### config.mk
export PLATFORM = sky130hd
export DESIGN_NAME = seg7_scan
export DESIGN_NICKNAME = d
export VERILOG_FILES = /design/src/rtl/seg7_pkg.sv /design/src/rtl/bcd_to_seg7.sv /design/src/rtl/seg7_scan.sv
export SDC_FILE = /design/constraint.sdc
export NUM_CORES = 1
export LEC_CHECK = 0
export BUFFER_PORTS_ARGS = -buffer_cell sky130_fd_sc_hd__buf_2
export CAP_MARGIN = 5
export CORE_UTILIZATION = 58
export CTS_BUF_LIST = sky130_fd_sc_hd__clkbuf_16
export DETAILED_ROUTE_END_ITERATION = 8
export GPL_TIMING_DRIVEN = 0
export PLACE_DENSITY = 0.79
export SLEW_MARGIN = 40
export SYNTH_ARGS = -nofsm -noshare
export SYNTH_HDL_FRONTEND = slang
export SYNTH_SLANG_ARGS = --single-unit
### constraint.sdc
create_clock -name clk -period 3.45 [get_ports clk]
set_input_delay 0.5175 -clock clk [delete_from_list [all_inputs] [get_ports clk]]
set_output_delay 0.5175 -clock clk [all_outputs]
set_load 0.01 [all_outputs]
### src/rtl/seg7_pkg.sv
// Shared types and constants for the three-digit multiplexed seven-segment scanner.
// Glyphs are active-low, bit order {g,f,e,d,c,b,a}.
package seg7_pkg;

    typedef enum logic [1:0] {
        DIG0 = 2'd0,
        DIG1 = 2'd1,
        DIG2 = 2'd2
    } scan_state_e;

    localparam logic [6:0] SEG_OFF    = 7'h7F;
    localparam logic [3:0] AN_OFF     = 4'b1111;

    localparam logic [6:0] GLYPH_0    = 7'h40;
    localparam logic [6:0] GLYPH_1    = 7'h79;
    localparam logic [6:0] GLYPH_2    = 7'h24;
    localparam logic [6:0] GLYPH_3    = 7'h30;
    localparam logic [6:0] GLYPH_4    = 7'h19;
    localparam logic [6:0] GLYPH_5    = 7'h12;
    localparam logic [6:0] GLYPH_6    = 7'h02;
    localparam logic [6:0] GLYPH_7    = 7'h78;
    localparam logic [6:0] GLYPH_8    = 7'h00;
    localparam logic [6:0] GLYPH_9    = 7'h10;
    localparam logic [6:0] GLYPH_DASH = 7'h3F;

endpackage

### src/rtl/bcd_to_seg7.sv
// Purely combinational BCD nibble to active-low seven-segment glyph decoder.
// Non-decimal nibbles (10-15) render as a dash.
module bcd_to_seg7
    import seg7_pkg::*;
(
    input  logic [3:0] digit,
    output logic [6:0] seg
);

    // NOTE: every combinational output gets a default before the case so no latch is inferred.
    always_comb begin
        seg = GLYPH_DASH;
        case (digit)
            4'd0:    seg = GLYPH_0;
            4'd1:    seg = GLYPH_1;
            4'd2:    seg = GLYPH_2;
            4'd3:    seg = GLYPH_3;
            4'd4:    seg = GLYPH_4;
            4'd5:    seg = GLYPH_5;
            4'd6:    seg = GLYPH_6;
            4'd7:    seg = GLYPH_7;
            4'd8:    seg = GLYPH_8;
            4'd9:    seg = GLYPH_9;
            default: seg = GLYPH_DASH;
        endcase
    end

endmodule

### src/rtl/seg7_scan.sv
// Three-digit multiplexed seven-segment scanner with ghost-suppression gap,
// frame-synchronous display update and optional leading-zero blanking.
module seg7_scan
    import seg7_pkg::*;
#(
    parameter int unsigned REFRESH_DIV  = 100000,
    parameter int unsigned GHOST_CYCLES = 1000,
    parameter bit          BLANK_LZ     = 1'b1
) (
    input  logic        clk,
    input  logic        rst_n,
    input  logic [11:0] bcd_in,
    input  logic        load,
    input  logic        blank,
    output logic [3:0]  an,
    output logic [6:0]  seg,
    output logic        dp,
    output logic        frame_tick
);

    localparam int unsigned   CW        = $clog2(REFRESH_DIV);
    localparam logic [CW-1:0] CNT_MAX   = CW'(REFRESH_DIV - 1);
    localparam logic [CW-1:0] CNT_GHOST = CW'(GHOST_CYCLES);

    scan_state_e   state_q, state_d;
    logic [CW-1:0] count_q, count_d;
    logic [11:0]   shadow_q, shadow_d;
    logic [11:0]   display_q, display_d;
    logic [3:0]    an_q, an_d;
    logic [6:0]    seg_q, seg_d;
    logic          frame_tick_q, frame_tick_d;

    logic          slot_end;
    logic          frame_end;
    logic [3:0]    digit_sel;
    logic          digit_dark;
    logic [3:0]    an_sel;
    logic [6:0]    glyph;

    always_comb begin
        slot_end     = (count_q == CNT_MAX);
        frame_end    = slot_end && (state_q == DIG2);
        count_d      = slot_end ? '0 : count_q + CW'(1);
        state_d      = state_q;
        if (slot_end) begin
            case (state_q)
                DIG0:    state_d = DIG1;
                DIG1:    state_d = DIG2;
                default: state_d = DIG0;
            endcase
        end
        shadow_d     = load ? bcd_in : shadow_q;
        // A load coinciding with the frame boundary bypasses the shadow so it is not lost for a frame.
        display_d    = frame_end ? shadow_d : display_q;
        frame_tick_d = frame_end;
    end

    // Outputs are decoded from next-state so the registered an/seg line up with count_q/state_q.
    always_comb begin
        digit_sel  = display_q[3:0];
        digit_dark = 1'b0;
        an_sel     = 4'b1110;
        case (state_d)
            DIG1: begin
                digit_sel  = display_q[7:4];
                digit_dark = BLANK_LZ && (display_q[11:4] == 8'h00);
                an_sel     = 4'b1101;
            end
            DIG2: begin
                digit_sel  = display_q[11:8];
                digit_dark = BLANK_LZ && (display_q[11:8] == 4'h0);
                an_sel     = 4'b1011;
            end
            default: ;
        endcase
    end

    bcd_to_seg7 u_decoder (
        .digit (digit_sel),
        .seg   (glyph)
    );

    always_comb begin
        an_d  = AN_OFF;
        seg_d = SEG_OFF;
        if (!blank && (count_d >= CNT_GHOST) && !digit_dark) begin
            an_d  = an_sel;
            seg_d = glyph;
        end
    end

    // NOTE: sequential state uses non-blocking assignments so every register samples pre-edge values.
    // NOTE: shadow and display are small registers, not memories, and are reset so the first frame shows "  0".
    always_ff @(posedge clk or negedge rst_n) begin
        if (!rst_n) begin
            state_q      <= DIG0;
            count_q      <= '0;
            shadow_q     <= '0;
            display_q    <= '0;
            an_q         <= AN_OFF;
            seg_q        <= SEG_OFF;
            frame_tick_q <= 1'b0;
        end else begin
            state_q      <= state_d;
            count_q      <= count_d;
            shadow_q     <= shadow_d;
            display_q    <= display_d;
            an_q         <= an_d;
            seg_q        <= seg_d;
            frame_tick_q <= frame_tick_d;
        end
    end

    assign an         = an_q;
    assign seg        = seg_q;
    assign dp         = 1'b1;
    assign frame_tick = frame_tick_q;

endmodule

==> flow_summary.rst <==
.. list-table::
   :header-rows: 1

   * - Metric
     - Value
   * - Startpoint Class
     - register
   * - Number of port buffers
     - 26
   * - Worst hold path type
     - in -> async
   * - Top cells by area in the synthesized netlist
     - sky130_fd_sc_hd__dfrtp_1, sky130_fd_sc_hd__mux2_2, sky130_fd_sc_hd__dfstp_2
   * - Initial standard-cell utilization of the core
     - about three fifths
   * - Yosys Warn Count
     - 0
   * - Fraction of met1 tracks used by global routing
     - 30.63%
   * - Number of global-route vias before repair
     - around 1,800
   * - Final instance area
     - 3057 um2
   * - Total power per unit cell area
     - between 400 and 500 nW/um2
   * - HPWL after DPL
     - approximately 3400 um
   * - Max-cap violation count
     - 0
   * - Unique cell type count in the Yosys netlist
     - 50
   * - Most common flop cell mapped by yosys
     - sky130_fd_sc_hd__dfrtp_1
   * - Max-slew violation total from the final report
     - 0
   * - Critical Path End Type
     - register
   * - Overall via count from detail_route
     - ~1,900
   * - Final setup skew
     - about 7.7 ps
   * - Final core utilization
     - 69.72%
   * - Final Net Count
     - 287
   * - Violation count after the first detailed-route iteration
     - 114
   * - Global-route wire length before repair
     - between 7000 and 8000 um
   * - Initial antenna violation count
     - 0
   * - Pin count of the biggest net entering global routing
     - 55
   * - Busiest layer in global routing
     - met1
   * - Final critical path time including I/O delays and setup
     - between 3000 and 4000 ps
   * - Placed instance count
     - approximately 310
   * - Ratio of final minimum period to clock period
     - around 95%
   * - Root Buffer Master
     - sky130_fd_sc_hd__clkbuf_16
   * - Met3 Usage GRT
     - approximately 5.5%
   * - Post-Syn Area per Cell
     - between 10 and 15 um2
   * - Arr. time, crit path
     - roughly 3500 ps
   * - Detailed-router iteration count before antenna repair
     - 4
   * - Clock Pin Slew Worst Setup and Hold Paths
     - 70 ps
   * - Synth area leader
     - sky130_fd_sc_hd__dfrtp_1
   * - Cell Area, Synth
     - approximately 2700 um2
   * - Fin Setup TNS
     - 0 ps
   * - Result of the run
     - finished, final reports clean
   * - Setup violators final
     - 0
   * - Die extent in x
     - about 70 um
   * - Worst-case vdd ir drop
     - 327.5 uV
   * - Area Overhead vs Synth
     - 14.80%
   * - Final antenna diode count
     - 0
   * - DRC violation count after routing
     - 0
   * - Max-slew headroom
     - a little under three fifths
   * - Share of the synthesized area in the top cell type
     - about two fifths
   * - Final weighted congestion in routability-driven placement
     - around 0.9
   * - Max FO, Critical Path
     - 9
   * - Share of cells above drive strength 1
     - around 36%
   * - Most frequent cells in the layout
     - sky130_fd_sc_hd__dfrtp_1, sky130_fd_sc_hd__mux2_2, sky130_fd_sc_hd__buf_2, sky130_fd_sc_hd__nand2_1, sky130_fd_sc_hd__nand3_1
   * - Post-Layout Cell Count
     - between 300 and 400
   * - Slew @ Worst Pin
     - 653.9 ps
   * - Core Region
     - ~4400 um2
   * - Cell area after placement
     - roughly 2900 um2
   * - Number of buffers between clock root and the deepest sink
     - 2
   * - Vias per cell
     - around 6
   * - TritonCTS clock tree
     - built
   * - Most common library cell in the layout ignoring fill and taps
     - sky130_fd_sc_hd__dfrtp_1
   * - DRT antenna net count
     - 0
   * - Crit path required time
     - around 3700 ps
   * - Maximum clock rate
     - around 300 MHz
   * - Number of enable-type register cells in the synthesized netlist
     - 0
   * - Sequential fraction of the synthesis area
     - 51.22%
   * - Setup Crit Path Kind
     - reg -> reg
   * - Y dimension of the die
     - approximately 70 um
   * - Final Hold Violating Endpoints
     - 0
   * - Async set-or-reset flop fraction in the synthesized netlist
     - between 90% and 100%
   * - Ports placed on the boundary
     - 29
   * - TritonCTS buffer count
     - 5
   * - Overflow left after global routing
     - 0
   * - Unrepaired setup endpoints after global routing
     - no
   * - H-tree depth
     - 2
   * - Full die area
     - around 4900 um2
   * - Mean routed wirelength per cell
     - 15.69 um
   * - Power, Total
     - 0.001229 W
   * - Post-Syn Instances
     - 230
   * - Total wire length
     - between 4000 and 5000 um
   * - GR Layer Usage met2
     - between 30% and 40%
   * - Num Clock Sinks
     - 54
   * - Clock Latency Late Sink
     - 300 ps
   * - Number of standard-cell rows in the floorplan
     - 24
   * - Total GRT Usage
     - a little over a fifth
   * - Cell leakage power
     - ~1.3 nW
   * - Number of flip-flops and latches in the synthesized netlist
     - 54
[per-layer routing]
metal / wire length (um) / share of wire [%] / vias to the layer above
li1: - / - / 892
met1: 2362 / 47 / 937
met2: 2293 / 46 / 56
met3: 242 / 4.9 / 9
met4: 90 / 1.8 / 0
met5: 0 / 0 / -
[path summary, 6_finish.rpt]
kind / slack [ps] / end / cells past startpoint / start
worst max-delay path: 170 / seg[6]$_DFF_PN1_ / 14 / count_q[5]$_DFF_PN0_
worst min-delay path: 250 / count_q[12]$_DFF_PN0_ / 1 / rst_n
worst max register to register: 170 / seg[6]$_DFF_PN1_ / 14 / count_q[5]$_DFF_PN0_
worst min register to register: 500 / shadow_q[3]$_DFF_PN0_ / 1 / shadow_q[3]$_DFF_PN0_
max in group asynchronous: 2760 / count_q[4]$_DFF_PN0_ / 1 / rst_n
min in group clk: 440 / an[0]$_DFF_PN1_ / 2 / blank
[synth_stat cells, drive strengths merged (7+ instances only)]
cell    n
mux2   25
xor2    8
nand3  15
dfstp  10
xnor2   7
nor2   15
a21oi   7
buf     9
o21ai   8
nand2  14
dfrtp  44
[registers in the layout, indices dropped and copies added (netlist names)]
register    flops
an              3
count_q        17
display_q      12
frame_tick      1
seg             7
shadow_q       12
state_q         2
[report_power, final]
| group | switching (W) | leakage (nW) | internal [W] |
|---|---|---|---|
| Sequential | 0.00000814 | 0.665 | 0.000654 |
| Clock | 0.000223 | 0.0679 | 0.000269 |
| Combinational | 0.0000407 | 0.590 | 0.0000342 |
[final cells by class]
cell class	instances	area, um2
sequential	54	1364
fill	325	1328
multi-input combinational	161	1237
timing repair buffer	27	140.1
clock buffer	5	125.1
buffer	11	86.33
tap	52	65.06
clock inverter	3	20.02
inverter	5	18.77
[logic make-up (layout without fill, tap and decap cells)]
logic type | Yosys count | in the layout | share of synthesized area (%)
and+or+nand+nor | 80 | 80 | 17.10
DFF | 54 | 54 | 51.22
AOI/OAI and AO/OA | 33 | 33 | 9.069
muxes | 25 | 25 | 10.57
buffers and inverters | 16 | 51 | 3.853
xor gates and xnor gates | 15 | 15 | 5.216
adders and majority gates | 6 | 6 | 2.819
other | 1 | 2 | 0.1408
[worst max-delay path, cell delays in order, from the launching register on]
cell	delay [ps]
sky130_fd_sc_hd__dfrtp_1	380
sky130_fd_sc_hd__buf_6	140
sky130_fd_sc_hd__or4_4	550
sky130_fd_sc_hd__nor3_4	260
sky130_fd_sc_hd__and3_1	230
sky130_fd_sc_hd__buf_6	160
sky130_fd_sc_hd__o21ai_0	120
sky130_fd_sc_hd__ha_2	250
sky130_fd_sc_hd__a22oi_1	210
sky130_fd_sc_hd__o21a_2	220
sky130_fd_sc_hd__inv_1	110
sky130_fd_sc_hd__ha_1	230
sky130_fd_sc_hd__nand2b_1	140
sky130_fd_sc_hd__o211ai_1	90
sky130_fd_sc_hd__nand3_1	90
[stage by stage]
step / hold slack [ps] / setup WS (ps)
6_report: 250.6 / 173.3
5_1_grt: 309.3 / 0.9446
4_1_cts: 280.7 / 89.83
3_5_place_dp: 484.8 / 16.92
3_3_place_gp: 480.7 / 113.4
2_1_floorplan: 221.9 / 420.6
[repair_timing]
action | 4_1_cts | 5_1_grt
hold buffers | 0 | 0
gates resized for setup | 1 | 13
setup endpoints to repair | 2 | 7
endpoints found under the hold margin | 0 | 0
pin swaps | 0 | 1
buffers inserted | 0 | 1
Note: power is estimated with default switching activity, not from simulation.
